<file path="config.mk">
export PLATFORM = sky130hd
export DESIGN_NAME = bounded_updown_counter_flat
export DESIGN_NICKNAME = d
export VERILOG_FILES = /design/src/rtl/bounded_updown_counter_pkg.sv /design/src/rtl/bounded_updown_counter_if.sv /design/src/rtl/bounded_updown_counter_bound_step.sv /design/src/rtl/bounded_updown_counter.sv /design/src/flat_wrapper.sv
export SDC_FILE = /design/constraint.sdc
export NUM_CORES = 1
export LEC_CHECK = 0
export ABC_AREA = 0
export CAP_MARGIN = 40
export CORE_UTILIZATION = 42
export DETAILED_ROUTE_END_ITERATION = 6
export DONT_BUFFER_PORTS = 1
export SLEW_MARGIN = 30
export SYNTH_ARGS = -nofsm -noshare
export SYNTH_HDL_FRONTEND = slang
export SYNTH_SLANG_ARGS = --single-unit
</file>
<file path="constraint.sdc">
create_clock -name CLK -period 1.9 [get_ports CLK]
set_clock_uncertainty 0.05 [all_clocks]
set_input_delay 0.285 -clock CLK [delete_from_list [all_inputs] [get_ports CLK]]
set_output_delay 0.285 -clock CLK [all_outputs]
set_load 0.02 [all_outputs]
</file>
<file path="src/rtl/bounded_updown_counter_pkg.sv">
// Shared definitions for the bounded up/down counter.
//   MODE_SAT / MODE_WRAP : meaning of the mode input
//   DIR_DOWN / DIR_UP    : direction code fed to the bound_step block
//   params_ok()          : legality check of the counter parameters, used at
//                          elaboration time by the top level
package bounded_updown_counter_pkg;

  localparam logic MODE_SAT  = 1'b0;
  localparam logic MODE_WRAP = 1'b1;

  localparam logic DIR_DOWN = 1'b0;
  localparam logic DIR_UP   = 1'b1;

  // True when the parameter set describes a usable counter:
  // 2..16 bits, MIN < MAX < 2**WIDTH, 1 <= STEP <= range, RESET_VAL in range.
  function automatic bit params_ok(input int width, input int min_v,
                                   input int max_v, input int step,
                                   input int reset_val);
    bit ok;
    ok = (width >= 2) && (width <= 16);
    ok = ok && (min_v >= 0) && (min_v < max_v);
    ok = ok && (max_v < (1 << width));
    ok = ok && (step >= 1) && (step <= (max_v - min_v + 1));
    ok = ok && (reset_val >= min_v) && (reset_val <= max_v);
    return ok;
  endfunction

endpackage

</file>
<file path="src/rtl/bounded_updown_counter_if.sv">
// Signal bundle of the bounded up/down counter (everything except CLK/Reset).
//   positive, negative : count request, up / down by STEP
//   freeze             : hold the count (does not block load)
//   mode               : MODE_SAT or MODE_WRAP
//   load, load_val     : synchronous load, value clamped into [MIN,MAX]
//   Q                  : registered count
//   Top, Bottom        : Q == MAX, Q == MIN (combinational)
//   carry, borrow      : one-cycle pulses after an up-wrap / down-wrap
// Modports: master drives the controls, slave is the counter.
interface bounded_updown_counter_if #(
  parameter int WIDTH = 4
);
  import bounded_updown_counter_pkg::*;

  logic             positive;
  logic             negative;
  logic             freeze;
  logic             mode;
  logic             load;
  logic [WIDTH-1:0] load_val;
  logic [WIDTH-1:0] Q;
  logic             Top;
  logic             Bottom;
  logic             carry;
  logic             borrow;

  modport master (
    output positive, negative, freeze, mode, load, load_val,
    input  Q, Top, Bottom, carry, borrow
  );

  modport slave (
    input  positive, negative, freeze, mode, load, load_val,
    output Q, Top, Bottom, carry, borrow
  );

endinterface

</file>
<file path="src/rtl/bounded_updown_counter_bound_step.sv">
// One bounded step of the counter, purely combinational.
//   q      : current count (assumed inside [MIN,MAX])
//   dir    : DIR_UP adds STEP, DIR_DOWN subtracts STEP
//   mode   : MODE_SAT clamps at the bound, MODE_WRAP wraps around it
//   next_q : resulting count
//   wrap   : high when the step crossed a bound in wrap mode
module bounded_updown_counter_bound_step
  import bounded_updown_counter_pkg::*;
#(
  parameter int WIDTH = 4,
  parameter int MIN   = 0,
  parameter int MAX   = 9,
  parameter int STEP  = 1
) (
  input  logic [WIDTH-1:0] q,
  input  logic             dir,
  input  logic             mode,
  output logic [WIDTH-1:0] next_q,
  output logic             wrap
);

  // Bound comparisons use one extra bit so q + STEP and MIN + STEP never
  // overflow; the results themselves fit in WIDTH bits, so the result
  // arithmetic is done modulo 2**WIDTH.
  localparam logic [WIDTH:0]   MIN_X  = (WIDTH+1)'(MIN);
  localparam logic [WIDTH:0]   MAX_X  = (WIDTH+1)'(MAX);
  localparam logic [WIDTH:0]   STEP_X = (WIDTH+1)'(STEP);
  localparam logic [WIDTH-1:0] MIN_W  = WIDTH'(MIN);
  localparam logic [WIDTH-1:0] MAX_W  = WIDTH'(MAX);
  localparam logic [WIDTH-1:0] STEP_W = WIDTH'(STEP);
  localparam logic [WIDTH-1:0] ONE_W  = WIDTH'(1);

  logic [WIDTH:0] sum;
  logic [WIDTH:0] low_lim;

  always_comb begin
    sum     = {1'b0, q} + STEP_X;
    low_lim = MIN_X + STEP_X;
    next_q  = q;
    wrap    = 1'b0;
    if (dir == DIR_UP) begin
      if (sum <= MAX_X) begin
        next_q = sum[WIDTH-1:0];
      end else if (mode == MODE_WRAP) begin
        // overshoot past MAX re-enters at MIN
        next_q = MIN_W + (sum[WIDTH-1:0] - MAX_W - ONE_W);
        wrap   = 1'b1;
      end else begin
        next_q = MAX_W;
      end
    end else begin
      // q < MIN + STEP is the underflow test, free of negative values
      if ({1'b0, q} >= low_lim) begin
        next_q = q - STEP_W;
      end else if (mode == MODE_WRAP) begin
        next_q = MAX_W - (low_lim[WIDTH-1:0] - q - ONE_W);
        wrap   = 1'b1;
      end else begin
        next_q = MIN_W;
      end
    end
  end

endmodule

</file>
<file path="src/rtl/bounded_updown_counter.sv">
// Bounded up/down counter with programmable bounds, step and saturate/wrap
// mode, synchronous load and cascadable carry/borrow pulses.
//   CLK   : clock, all state changes on the rising edge
//   Reset : synchronous active-high reset (Q = RESET_VAL, pulses cleared)
//   bus   : slave side of bounded_updown_counter_if (controls in, Q, Top,
//           Bottom, carry, borrow out)
// Edge priority: Reset > range recovery > load > freeze > both directions
// > up > down > hold.
module bounded_updown_counter
  import bounded_updown_counter_pkg::*;
#(
  parameter int WIDTH     = 4,
  parameter int MIN       = 0,
  parameter int MAX       = 9,
  parameter int STEP      = 1,
  parameter int RESET_VAL = 0
) (
  input logic                     CLK,
  input logic                     Reset,
  bounded_updown_counter_if.slave bus
);

  generate
    if (!params_ok(WIDTH, MIN, MAX, STEP, RESET_VAL)) begin : g_bad_params
      $error("bounded_updown_counter: illegal WIDTH/MIN/MAX/STEP/RESET_VAL");
    end
  endgenerate

  localparam logic [WIDTH-1:0] MIN_W   = WIDTH'(MIN);
  localparam logic [WIDTH-1:0] MAX_W   = WIDTH'(MAX);
  localparam logic [WIDTH-1:0] SPAN_W  = WIDTH'(MAX - MIN);
  localparam logic [WIDTH-1:0] RESET_W = WIDTH'(RESET_VAL);

  logic [WIDTH-1:0] q_r;
  logic             carry_r;
  logic             borrow_r;
  logic [WIDTH-1:0] step_q;
  logic             step_wrap;
  logic             dir;
  logic             in_range;
  logic [WIDTH-1:0] load_clamped;

  // Direction only matters when exactly one of positive/negative is high.
  assign dir = bus.positive ? DIR_UP : DIR_DOWN;

  // Offset from MIN taken modulo 2**WIDTH: a value below MIN wraps to a
  // large offset, so one compare covers both sides of the range.
  assign in_range = ((q_r - MIN_W) <= SPAN_W);

  always_comb begin
    load_clamped = bus.load_val;
    if ((bus.load_val - MIN_W) > SPAN_W) begin
      load_clamped = (bus.load_val > MAX_W) ? MAX_W : MIN_W;
    end
  end

  bounded_updown_counter_bound_step #(
    .WIDTH (WIDTH),
    .MIN   (MIN),
    .MAX   (MAX),
    .STEP  (STEP)
  ) u_bound_step (
    .q      (q_r),
    .dir    (dir),
    .mode   (bus.mode),
    .next_q (step_q),
    .wrap   (step_wrap)
  );

  always_ff @(posedge CLK) begin
    // pulses last exactly one cycle unless a wrap happens on this edge
    carry_r  <= 1'b0;
    borrow_r <= 1'b0;
    if (Reset) begin
      q_r <= RESET_W;
    end else if (!in_range) begin
      q_r <= MIN_W;
    end else if (bus.load) begin
      q_r <= load_clamped;
    end else if (bus.freeze) begin
      q_r <= q_r;
    end else if (bus.positive && bus.negative) begin
      q_r <= q_r;
    end else if (bus.positive || bus.negative) begin
      q_r      <= step_q;
      carry_r  <= step_wrap && (dir == DIR_UP);
      borrow_r <= step_wrap && (dir == DIR_DOWN);
    end
  end

  assign bus.Q      = q_r;
  assign bus.Top    = (q_r == MAX_W);
  assign bus.Bottom = (q_r == MIN_W);
  assign bus.carry  = carry_r;
  assign bus.borrow = borrow_r;

endmodule

</file>
<file path="src/flat_wrapper.sv">
// flat-port wrapper written by rule: the top's interface ports become plain ports
module bounded_updown_counter_flat import bounded_updown_counter_pkg::*;
#(
  parameter int WIDTH     = 4,
  parameter int MIN       = 0,
  parameter int MAX       = 9,
  parameter int STEP      = 1,
  parameter int RESET_VAL = 0
)
  (CLK, Reset, bus_positive, bus_negative, bus_freeze, bus_mode, bus_load, bus_load_val, bus_Q, bus_Top, bus_Bottom, bus_carry, bus_borrow);
  bounded_updown_counter_if #(.WIDTH(WIDTH)) bus_i ();
  input logic CLK;
  input logic Reset;
  input wire logic [$bits(bus_i.positive)-1:0] bus_positive;
  input wire logic [$bits(bus_i.negative)-1:0] bus_negative;
  input wire logic [$bits(bus_i.freeze)-1:0] bus_freeze;
  input wire logic [$bits(bus_i.mode)-1:0] bus_mode;
  input wire logic [$bits(bus_i.load)-1:0] bus_load;
  input wire logic [$bits(bus_i.load_val)-1:0] bus_load_val;
  output wire logic [$bits(bus_i.Q)-1:0] bus_Q;
  output wire logic [$bits(bus_i.Top)-1:0] bus_Top;
  output wire logic [$bits(bus_i.Bottom)-1:0] bus_Bottom;
  output wire logic [$bits(bus_i.carry)-1:0] bus_carry;
  output wire logic [$bits(bus_i.borrow)-1:0] bus_borrow;
  assign bus_i.positive = bus_positive;
  assign bus_i.negative = bus_negative;
  assign bus_i.freeze = bus_freeze;
  assign bus_i.mode = bus_mode;
  assign bus_i.load = bus_load;
  assign bus_i.load_val = bus_load_val;
  assign bus_Q = bus_i.Q;
  assign bus_Top = bus_i.Top;
  assign bus_Bottom = bus_i.Bottom;
  assign bus_carry = bus_i.carry;
  assign bus_borrow = bus_i.borrow;
  bounded_updown_counter #(.WIDTH(WIDTH), .MIN(MIN), .MAX(MAX), .STEP(STEP), .RESET_VAL(RESET_VAL)) u_core (.CLK(CLK), .Reset(Reset), .bus(bus_i));
endmodule
</file>
# Word level (Yosys, flattened, before mapping)
# Index checks and enable logic that the tools add are counted.
classes:
  eq_ne: 3
  add_sub_neg: 7
  n_bitwise: 3
  reduce_logical: 9
  n_lt_le_gt_ge: 4
  muxes: 15
op_table:
  columns: ["operator", "n"]
  rows:
  - ["$mux 4", 10]
  - ["$sub 4x1->4 const B", 3]
  - ["$reduce_or 6->1", 1]
  - ["$add 4x1->5 const B", 1]
  - ["$le 5x4->1 const B", 1]
  - ["$mux 1", 5]
  - ["$eq 4x4->1 const B", 1]
  - ["$ge 4x1->1 const B", 1]
  - ["$gt 4x4->1 const B", 1]
  - ["$le 4x4->1 const B", 1]
  - ["$logic_not 4->1", 1]
  - ["$sub 1x4->4 const A", 1]
  - ["$sub 4x4->4 const A", 1]
  - ["$sub 4x4->4 const B", 1]
  - ["$logic_and 1x1->1", 3]
  - ["$not 1->1", 3]
  - ["$reduce_and 3->1", 1]
  - ["$ne 2x1->1 const B", 1]
  - ["$ne 2x2->1 const B", 1]
  - ["$reduce_bool 2->1", 1]
  - ["$reduce_or 2->1", 1]
  - ["$logic_or 1x1->1", 1]
totals:
  out_inout_bits: 8
  input_bits: 11
  elab_cells: 44
  register_bits: 6

# Depth between registers and ports, before layout
# Gate-level depths: netlist of run 1.
logic_depth:
  ltp_word: 10
  mapped_depth: 8

# Hierarchy
# From an unflattened synthesis of run 1, not the netlist that was laid out.
unflattened:
  hier_cells: 99
  hier_area_um2: 718.2
modules_own_cells:
  columns: ["module", "cells_each", "n_inst", "area_per_inst_um2"]
  rows:
  - ["bounded_updown_counter_bound_step", 59, 1, 392.9]
  - ["bounded_updown_counter", 40, 1, 325.3]

# Worst setup path before layout of run 1
# No wires, ideal clock.
synth_path:
  kind: "register to register"
  startpoint: "register u_core.q_r[0] (netlist: u_core.bus.Q[0])"
  endpoint: "register u_core.q_r[2] (netlist: u_core.bus.Q[2])"
  path_slack_ns: -0.242
  t_arrival_ns: 1.996
  setup_time_ns: 0.096
  synth_period_minus_slack_ns: 2.142
  required_time_ns: 1.754
  stages_incl_launch_ff: 9
  path_buffers: 0
  path_cell_list: "dfxtp_1 > inv_1 > ha_1 > inv_1 > ha_1 > a21oi_1 > o311ai_2 > a31oi_1 > o41ai_2"
synth_between:
  elab_chain_len: 10
  word_cells_on_any_way: 21
  cone_classes: "7 x add/sub; 3 x order compare; 9 x mux; 1 x bitwise; 1 x reduce/logical"
synth_rtl:
  columns: ["item", "line_no", "rtl"]
  rows:
  - ["start: declaration", "bounded_updown_counter.sv:34", "logic [WIDTH-1:0] q_r;"]
  - ["start signal: assignment", "bounded_updown_counter.sv:79", "q_r <= load_clamped;"]
  - ["start signal: assignment", "bounded_updown_counter.sv:81", "q_r <= q_r;"]
  - ["start signal: assignment", "bounded_updown_counter.sv:83", "q_r <= q_r;"]
  - ["$sub 1x4->4 / $add 4x1->5 (equally long branches)", "bounded_updown_counter_bound_step.sv:56, bounded_updown_counter_bound_step.sv:37", null]
  - ["$sub 4x1->4 / $sub 4x4->4 (equally long branches)", "bounded_updown_counter_bound_step.sv:56, bounded_updown_counter_bound_step.sv:46", null]
  - ["$sub 4x4->4 / $sub 4x1->4 (equally long branches)", "bounded_updown_counter_bound_step.sv:56, bounded_updown_counter_bound_step.sv:46", null]
  - ["$mux 4 (on tied branches)", "bounded_updown_counter_bound_step.sv:55, bounded_updown_counter_bound_step.sv:44", null]
  - ["$mux 4 (on tied branches)", "bounded_updown_counter_bound_step.sv:53, bounded_updown_counter_bound_step.sv:42", null]
  - ["$mux 4", "bounded_updown_counter_bound_step.sv:41", "if (dir == DIR_UP) begin"]
  - ["$mux 4", "bounded_updown_counter.sv:84", "end else if (bus.positive || bus.negative) begin"]
  - ["$mux 4", "bounded_updown_counter.sv:82", "end else if (bus.positive && bus.negative) begin"]
  - ["$mux 4", "bounded_updown_counter.sv:80", "end else if (bus.freeze) begin"]
  - ["$mux 4", "bounded_updown_counter.sv:78", "end else if (bus.load) begin"]
# Parallel ways exist; a longest one is shown, timed or not. The select of a mux whose other input is x is not followed.
# A chain may end at the register's enable or synchronous reset.

# Worst setup path after layout of run 1
layout_path:
  startpoint: "register u_core.q_r[0] (netlist: u_core.bus.Q[0])"
  endpoint: "register u_core.q_r[3] (netlist: u_core.bus.Q[3])"
# The elaborated chain is that of the path after synthesis.

==> run_results.csv, run 1 <==
group,metric,value,unit
floorplanning,io_pins,19,
synth,synth_ff_type,"dfxtp_1",
worst_setup_path,required,2.04,ns
clock_network,tritoncts,"built",
clock_network,cts.clk_slew.worst_paths,0.06,ns
route,route.detailed.drc,1,
route,drt_iter0_drc,33,
floorplanning,die_h,43.7,µm
worst_setup_path,crit_path_max_incr_delay,0.40,ns
floorplanning,initial_utilization,0.470,
route,dr.pass1.iters,7,
floorplanning,die_w,43.7,µm
power,irDropWorstVdd,0.551,mV
synth,yosysWarnings,0,
grt,grt_start_max_net_pins,13,
worst_setup_path,cp_cell_sequence,"inv_4 > ha_4 > buf_4 > a21oi_4 > o311ai_4 > buf_4 > nand3b_1 > a21oi_1",
placement,hpwlAfterDp,1610,µm
clock_network,cts_buffers,3,
worst_setup_path,critical-path-slowest-cell,"dfxtp_4",
floorplanning,die-area,0.00191,mm²
synth,synth_nets,109,
synth,syn_area,732,µm²
layout,syn2layout_area_growth,35.6,%
sta,fin_crit,1.87,ns
grt,grt_pass1_vias,738,
route,ant_nets,0,
floorplanning,core_area,0.00156,mm²
route,num_vias,820,
run_status,violations,"design-rule violations",
layout,antenna_cells,0,
sta,setup_viol,0,
clock_network,clk_latency,0.27,ns
worst_setup_path,cpMostUsedCell,"buf_4",
sta,worstMarginPinSlew,0.451,ns
synth,synth_largest_area_cell,"dfxtp_1",
sta,drv_slew,0,
sta,fmax,535,MHz
floorplanning,rows,14,
run,max_cap_violations,0,
placement,place_congestion,0.908,
grt,grt_usage,0.246,
route,routed_wl,2230,µm
synth,ys_ff_latch,6,
clock_network,ctsLongestPathBuffers,2,
synth,synth-edff-count,0,
grt,grt_overflow_total,0,
synth,avgSynthCellArea,7.87,µm²
synth,synthesis.instances,93,
placement,io_buffers,0,
synth,synthArstFlopShare,0,
grt,antenna_found_initial,0,
synth,yosys-top-cells-area,"dfxtp_1 16%, ha_1 8.5%, a21oi_1 5.5%",
sta,setup-tns-final,0,ns
layout,final_core_util,0.636,
route,vias_per_cell,6.56,
clock_network,cts-root-buf,"clkbuf_4",
worst_setup_path,crit_buf_inv,3,
synth,ys_top_cells_by_count,"9 x nand2_1, 8 x a21oi_1, 8 x inv_1",
grt,grt_pass1_wl,3470,µm
sta,post-route-period-util,0.983,
synth,synth_top_area_share,0.164,
run_status,status,"complete, but fails checks",
layout,fin_nets,126,
worst_setup_path,start_kind,"register",
worst_setup_path,arrival,2.01,ns
power,p_per_area,681,mW/mm²
clock_network,htree_levels,1,
sta,slew_headroom,0.695,
layout,drive_gt1_frac,0.385,
min_path,hold_class,"input pin to register",
worst_setup_path,crit_family,"compound AO/OA/AOI/OAI gates",
route,wire_per_inst,17.8,µm
power,p_leak,0.381,nW
worst_setup_path,crit_type,"register to register",
sta,hold_viol_final,0,
worst_setup_path,cp-end-kind,"register",
worst_setup_path,path_max_fanout,5,
clock_network,cts_sinks,6,
sta,rsz0062_at_grt,"true",
synth,yosysUniqueCellTypes,46,
synth,synth.most_common_cell,"nand2_1",
synth,ys_seq_area_frac,0.164,
==> flip-flops by register name, summed over array words and instances (netlist names) <==
signal / count
u_core.bus.borrow: 1
u_core.bus.carry: 1
u_core.bus.Q: 4
==> cells by family after synthesis <==
kind of cell | synth area share
DFF | 0.164
xor gates and xnor gates | 0.0479
adders and majority gates | 0.0855
buffers and inverters | 0.0957
and+or+nand+nor | 0.229
muxes | 0.0291
AOI/OAI and AO/OA | 0.349
==> power breakdown <==
part | switching (W) | internal (W)
clock network | 0.0000636 | 0.0000807
registers | 0.0000223 | 0.000136
logic | 0.000190 | 0.000183
total | 0.000276 | 0.000400
==> cell type report <==
class	instances	area, µm²
fillers	130	567
flip-flops and latches	6	128
repair buffers	18	135
well taps	16	20.0
multi-input cells	72	639
clock buffers	4	26.3
inverters	9	43.8
==> worst paths after layout <==
kind                    from         endpoint  slack, ns  depth (start not counted)
max reg2reg  u_core.bus.Q[0]  u_core.bus.Q[3]       0.03                          8
max          u_core.bus.Q[0]  u_core.bus.Q[3]       0.03                          8
min                 bus_load  u_core.bus.Q[2]       0.06                          1
min reg2reg  u_core.bus.Q[1]  u_core.bus.Q[1]       0.72                          3
==> layer usage <==
metal	up-vias	part of all wire	track usage
met3	2	0.086	0.0542
met5	-	0	0
met1	394	0.43	0.333
met2	45	0.48	0.388
li1	379	-	-
met4	0	0.0063	0.0750
==> what timing repair did <==
item                                    4_1_cts  5_1_grt
resized for setup                             5       11
endpoints found under the setup margin        4        5
hold buffers                                  0        0
buffers inserted                              0        2
pin swaps                                     0        6
==> placed cells by master (no fill, tap or decap), drive strengths merged, types with 2 or more instances in the layout <==
master  count
a21oi       8
o32ai       3
nor4        2
nand2b      2
o21ai       5
clkbuf      4
xnor2       4
buf        18
nor3        2
dfxtp       6
nand2       9
ha          5
o311ai      2
inv         8
nor2        5
==> metrics by stage <==
step	cells	hold slack (ns)	cell area (µm²)	setup WS [ns]	total power, W
after floorplan	93	0.416	774	0.00840	0.000367
final	125	0.0576	992	0.0314	0.000676
after detailed placement	119	0.320	868	-0.0596	0.000455
after global routing	125	0.0526	992	-0.0345	0.000712
after global placement	119	0.316	868	-0.0184	0.000453
after CTS	123	0.0533	926	0.0157	0.000620
Power figures use the tool's default switching activity.
==> run 2, diff against run 1 <==
--- a/config.mk
+++ b/config.mk
@@ -10,6 +10,7 @@
 export CORE_UTILIZATION = 42
 export DETAILED_ROUTE_END_ITERATION = 6
 export DONT_BUFFER_PORTS = 1
+export RECOVER_POWER = 25
 export SLEW_MARGIN = 30
 export SYNTH_ARGS = -nofsm -noshare
 export SYNTH_HDL_FRONTEND = slang
==> results of run 2 <==
The final DEF is identical to that of run 1; final timing and power are the same.
==> run 3, diff against run 2 <==
--- a/config.mk
+++ b/config.mk
@@ -10,7 +10,9 @@
 export CORE_UTILIZATION = 42
 export DETAILED_ROUTE_END_ITERATION = 6
 export DONT_BUFFER_PORTS = 1
+export PLACE_DENSITY = 0.61
 export RECOVER_POWER = 25
+export SKIP_LAST_GASP = 1
 export SLEW_MARGIN = 30
 export SYNTH_ARGS = -nofsm -noshare
 export SYNTH_HDL_FRONTEND = slang
==> run 3 against run 2 <==
  * The run ends with design-rule violations, negative setup slack left
  * Critical path depth is 1 lower
  * Via count grew 0.73%
  * Routed wire length is 6.5% lower
  * Total power is 8.4% lower
  * Global-route usage is 0.56 points higher
  * Design area is 4.2% lower
  * Sequential power is 3% lower
==> run_results.csv, run 3 (synthesized netlist as in run 1, its figures left out) <==
group,metric,value,unit
worst_setup_path,cp_cell_sequence,"ha_2 > buf_4 > a2111o_1 > o311ai_2 > buf_4 > mux2i_1 > a21oi_1",
floorplanning,die-area,0.00191,mm²
sta,drv_slew,0,
worst_setup_path,crit_type,"register to register",
worst_setup_path,r2r-end,"u_core.bus.Q[1]",
worst_setup_path,required,1.98,ns
grt,grt_start_max_net_pins,13,
clock_network,ctsLongestPathBuffers,2,
floorplanning,die_w,43.7,µm
layout,final_common_cell,"buf_4",
worst_setup_path,critical-path-slowest-cell,"a2111o_1",
layout,largest_register_ffs,4,
worst_setup_path,r2r-start,"u_core.bus.Q[0]",
sta,worstMarginPinSlew,0.413,ns
worst_setup_path,r2r.worst_path.cells,7,
clock_network,htree_levels,1,
route,vias_per_cell,6.50,
sta,post-route-period-util,1.02,
run_status,violations,"design-rule violations, negative setup slack",
route,num_vias,826,
route,routed_wl,2080,µm
clock_network,clk_latency,0.25,ns
grt,grt_overflow_total,0,
min_path,holdCritStartpoint,"bus_positive",
placement,hpwlAfterDp,1660,µm
worst_setup_path,crit_path_max_incr_delay,0.45,ns
placement,io_buffers,0,
sta,slew_headroom,0.724,
clock_network,cts_sinks,6,
layout,fillers,152,
worst_setup_path,start_kind,"register",
power,irDropWorstVdd,0.425,mV
worst_setup_path,cp-end-kind,"register",
floorplanning,rows,14,
route,ant_nets,0,
layout,fin_nets,128,
min_path,hold_class,"input pin to register",
layout,final_cell_mix,"20 x buf_4, 9 x nand2_1, 8 x a21oi_1, 6 x inv_1, 5 x o21ai_0",
worst_setup_path,path_max_fanout,8,
layout,antenna_cells,0,
power,p_per_area,651,mW/mm²
sta,fmax,516,MHz
route,route.detailed.drc,1,
route,wire_per_inst,16.4,µm
worst_setup_path,cpMostUsedCell,"buf_4",
placement,pre_cts_slack,-0.0625,ns
layout,drive_gt1_frac,0.369,
grt,grt_pass1_wl,3560,µm
grt,antenna_found_initial,0,
floorplanning,io_pins,19,
power,p_leak,0.372,nW
grt,grt_usage,0.252,
layout,stdcell_area,951,µm²
layout,syn2layout_area_growth,29.9,%
route,dr.pass1.iters,6,
placement,postPlaceCellArea,883,µm²
clock_network,cts_buffers,3,
floorplanning,die_h,43.7,µm
run_status,status,"complete, but fails checks",
clock_network,tritoncts,"built",
sta,layout_setup_ws,-0.0368,ns
sta,setup-tns-final,-0.0590,ns
sta,setup_viol,3,
floorplanning,initial_utilization,0.470,
worst_setup_path,r2r_slack,-0.04,ns
min_path,min_delay_path_depth,1,
clock_network,cts-root-buf,"clkbuf_4",
run,max_cap_violations,0,
clock_network,cts.clk_slew.worst_paths,0.06,ns
grt,grt_pass1_vias,790,
placement,place_congestion,0.848,
sta,hold_viol_final,0,
route,drt_iter0_drc,42,
floorplanning,core_area,0.00156,mm²
min_path,whs_endpoint,"u_core.bus.borrow",
layout,final_core_util,0.610,
worst_setup_path,arrival,2.02,ns
sta,fin_crit,1.94,ns
sta,rsz0062_at_grt,"true",
## run 3: area by class of cell
| type | count | area, µm² | share of cell area |
|---|---|---|---|
| well taps | 16 | 20.0 | 0.0211 |
| clock buffers | 4 | 26.3 | 0.0276 |
| multi-input cells | 72 | 591 | 0.621 |
| flip-flops and latches | 6 | 128 | 0.134 |
| repair buffers | 20 | 150 | 0.158 |
| inverters | 9 | 36.3 | 0.0382 |
## run 3: through the flow
stage | total power, W | hold slack, ns | instances
after CTS | 0.000622 | 0.0635 | 127
after floorplan | 0.000367 | 0.416 | 93
after global placement | 0.000455 | 0.319 | 121
after detailed placement | 0.000462 | 0.317 | 121
after global routing | 0.000665 | 0.0535 | 127
final | 0.000619 | 0.0728 | 127
## run 3: worst max-delay path: cells and delay by family, from the launching register on
kind / cells / cell delay [ns]
compound gates: 3 / 0.63
fa+ha+maj: 1 / 0.20
buf+inv: 2 / 0.35
flops: 1 / 0.36
mux: 1 / 0.21
## run 3: worst max path at each step
stage | slack [ns] | endpoint | startpoint | cells past startpoint
after floorplan | 0.008 | u_core.bus.Q[2] | u_core.bus.Q[0] | 8
after global placement | -0.004 | u_core.bus.Q[3] | u_core.bus.Q[1] | 7
after detailed placement | -0.06 | u_core.bus.carry | u_core.bus.Q[1] | 9
after CTS | 0.006 | u_core.bus.Q[1] | u_core.bus.Q[0] | 8
after global routing | -0.11 | u_core.bus.Q[1] | u_core.bus.Q[0] | 8
final | -0.04 | u_core.bus.Q[1] | u_core.bus.Q[0] | 7
## run 3: timing repair
item / CTS / global route
pin swaps: 4 / 1
gates resized for setup: 5 / 0
setup endpoints to repair: 5 / 5
setup buffers: 2 / 0
hold buffers: 0 / 0
## run 3: routing by layer
layer,GRT usage,up-vias,routed length [µm]
met2,0.430,43,1010
met5,0,-,0
met1,0.307,392,863
li1,-,387,-
met3,0.0667,4,172
met4,0.0750,0,33
## run 3: power breakdown
group          total [W]  switching (W)  internal, W
combinational   0.000335       0.000169     0.000166
clock           0.000131      0.0000513    0.0000799
sequential      0.000153      0.0000170     0.000136
==> patch: new RTL, config.mk and constraints of run 2 <==
`WIDTH` is set to 4 in 4 places; all go to 6.
--- a/src/rtl/bounded_updown_counter_if.sv
+++ b/src/rtl/bounded_updown_counter_if.sv
@@ -9,5 +9,5 @@
 // Modports: master drives the controls, slave is the counter.
 interface bounded_updown_counter_if #(
-  parameter int WIDTH = 4
+  parameter int WIDTH = 6
 );
   import bounded_updown_counter_pkg::*;
--- a/src/rtl/bounded_updown_counter_bound_step.sv
+++ b/src/rtl/bounded_updown_counter_bound_step.sv
@@ -8,5 +8,5 @@
   import bounded_updown_counter_pkg::*;
 #(
-  parameter int WIDTH = 4,
+  parameter int WIDTH = 6,
   parameter int MIN   = 0,
   parameter int MAX   = 9,
--- a/src/rtl/bounded_updown_counter.sv
+++ b/src/rtl/bounded_updown_counter.sv
@@ -10,5 +10,5 @@
   import bounded_updown_counter_pkg::*;
 #(
-  parameter int WIDTH     = 4,
+  parameter int WIDTH     = 6,
   parameter int MIN       = 0,
   parameter int MAX       = 9,
--- a/src/flat_wrapper.sv
+++ b/src/flat_wrapper.sv
@@ -2,5 +2,5 @@
 module bounded_updown_counter_flat import bounded_updown_counter_pkg::*;
 #(
-  parameter int WIDTH     = 4,
+  parameter int WIDTH     = 6,
   parameter int MIN       = 0,
   parameter int MAX       = 9,
Ports: changed (resized bus_Q and bus_load_val); port bits go from 19 to 23. The function was not compared with the original's and may differ.
==> patch against run 2 <==
- critical endpoint is now u_core.bus.Q[4]$_SDFFE_PP0P_
- count of clock-buffer cells in the layout is the same
- sequential cell count grew 2
- the run ends with negative setup slack left
- critical path depth grew 2
- largest power group unchanged
- area after synthesis grew 34%
- final area grew 52%
- total power grew 38%
- via count grew 46%
- core utilization grew 4.7 points
- setup slack lost 0.25 ns
- wire length grew 46%
- critical path type unchanged
==> patch: results (changes against run 2) <==
Seq pwr share: 0.210 (was 0.234)
non-filler cells, final: 200 (was 125)
failing checks: negative setup slack (was design-rule violations)
area of the multi-input gates: 883 um^2 (was 639 um^2)
non-clock buffer share of cell area: 0.242 (was 0.136)
Synth Net Count: 153 (was 109)
synth top area cells: dfxtp_1 16%, ha_1 7.7%, o21ai_0 5.1% (was dfxtp_1 16%, ha_1 8.5%, a21oi_1 5.5%)
Signal inverters: 7 (was 9)
clock power share: 0.165 (was 0.214)
post-synthesis mux area share: 0.0320 (was 0.0291)
clock network area share: 0.0174 (was 0.0265)
CP max FO: 6 (was 5)
Synth Area in XOR/XNOR: 0.0448 (was 0.0479)
vias in the first global route: 1120 (was 738)
outcome: complete, but fails checks (unchanged)
Routed Wire Length: 3.25 mm (was 2.23 mm)
Final Util: 0.684 (was 0.636)
Reg2Reg Depth: 10 (was 8)
Vias/cell: 5.98 (was 6.56)
sequential cell count: 8 (was 6)
Post-CTS Resized: 20 (was 5)
DP Area: 1330 um^2 (was 868 um^2)
DP Wirelength: 2.44 mm (was 1.61 mm)
Finish-stage setup viols: 5 (was 0)
Synth Area in Compound Gates: 0.301 (was 0.349)
TritonRoute pass-1 iters: 4 (was 7)
post-synthesis sequential area ratio: 0.164 (about the same)
peak supply drop: 0.000475 V (was 0.000551 V)
multi-input combinational cell count: 107 (was 72)
max FFs per register: 6 (was 4)
# rows: 17 (was 14)
DRT iter0 DRCs: 26 (was 33)
final worst slack: -0.221 ns (was 0.0314 ns)
global-route wire length before repair: 5.35 mm (was 3.47 mm)
Placement Setup Slack: -0.275 ns (was -0.0596 ns)
leak pwr: 0.620 nW (was 0.381 nW)
Worst Max-Slew Pin Slew: 0.356 ns (was 0.451 ns)
power per cell area: 615 nW/um^2 (was 681 nW/um^2)
Sw Ratio: 0.396 (was 0.408)
Netlist cell types: 50 (was 46)
share of layout cells above drive strength 1: 0.477 (was 0.385)
Signal buffers: 46 (was 18)
Fill cells: 185 (was 130)
Critical Path AT: 2.25 ns (was 2.01 ns)
All-Layer GR Usage: 0.285 (was 0.246)
sequential fraction of total cell area: 0.112 (was 0.129)
setup bufs post-CTS: 5 (was 0)
Nets: 192 (was 126)
post-synth top area share: 0.164 (about the same)
patch: metal layers:
| metal | GRT usage | part of all wire | vias up |
|---|---|---|---|
| met5 | 0 | 0 | - |
| met4 | 0.0476 | 0.0052 | 0 |
| met3 | 0.0788 | 0.077 | 2 |
| met2 | 0.500 | 0.49 | 56 |
| met1 | 0.346 | 0.43 | 567 |
| li1 | - | - | 571 |
patch: path summary, 6_finish.rpt:
path,start,endpoint,slack [ns]
hold / removal,bus_positive,u_core.bus.borrow$_SDFF_PP0_,0.05
setup reg to reg,u_core.bus.Q[1]$_SDFFE_PP0P_,u_core.bus.Q[4]$_SDFFE_PP0P_,-0.22
setup / recovery,u_core.bus.Q[1]$_SDFFE_PP0P_,u_core.bus.Q[4]$_SDFFE_PP0P_,-0.22
hold reg to reg,u_core.bus.Q[4]$_SDFFE_PP0P_,u_core.bus.Q[4]$_SDFFE_PP0P_,0.68
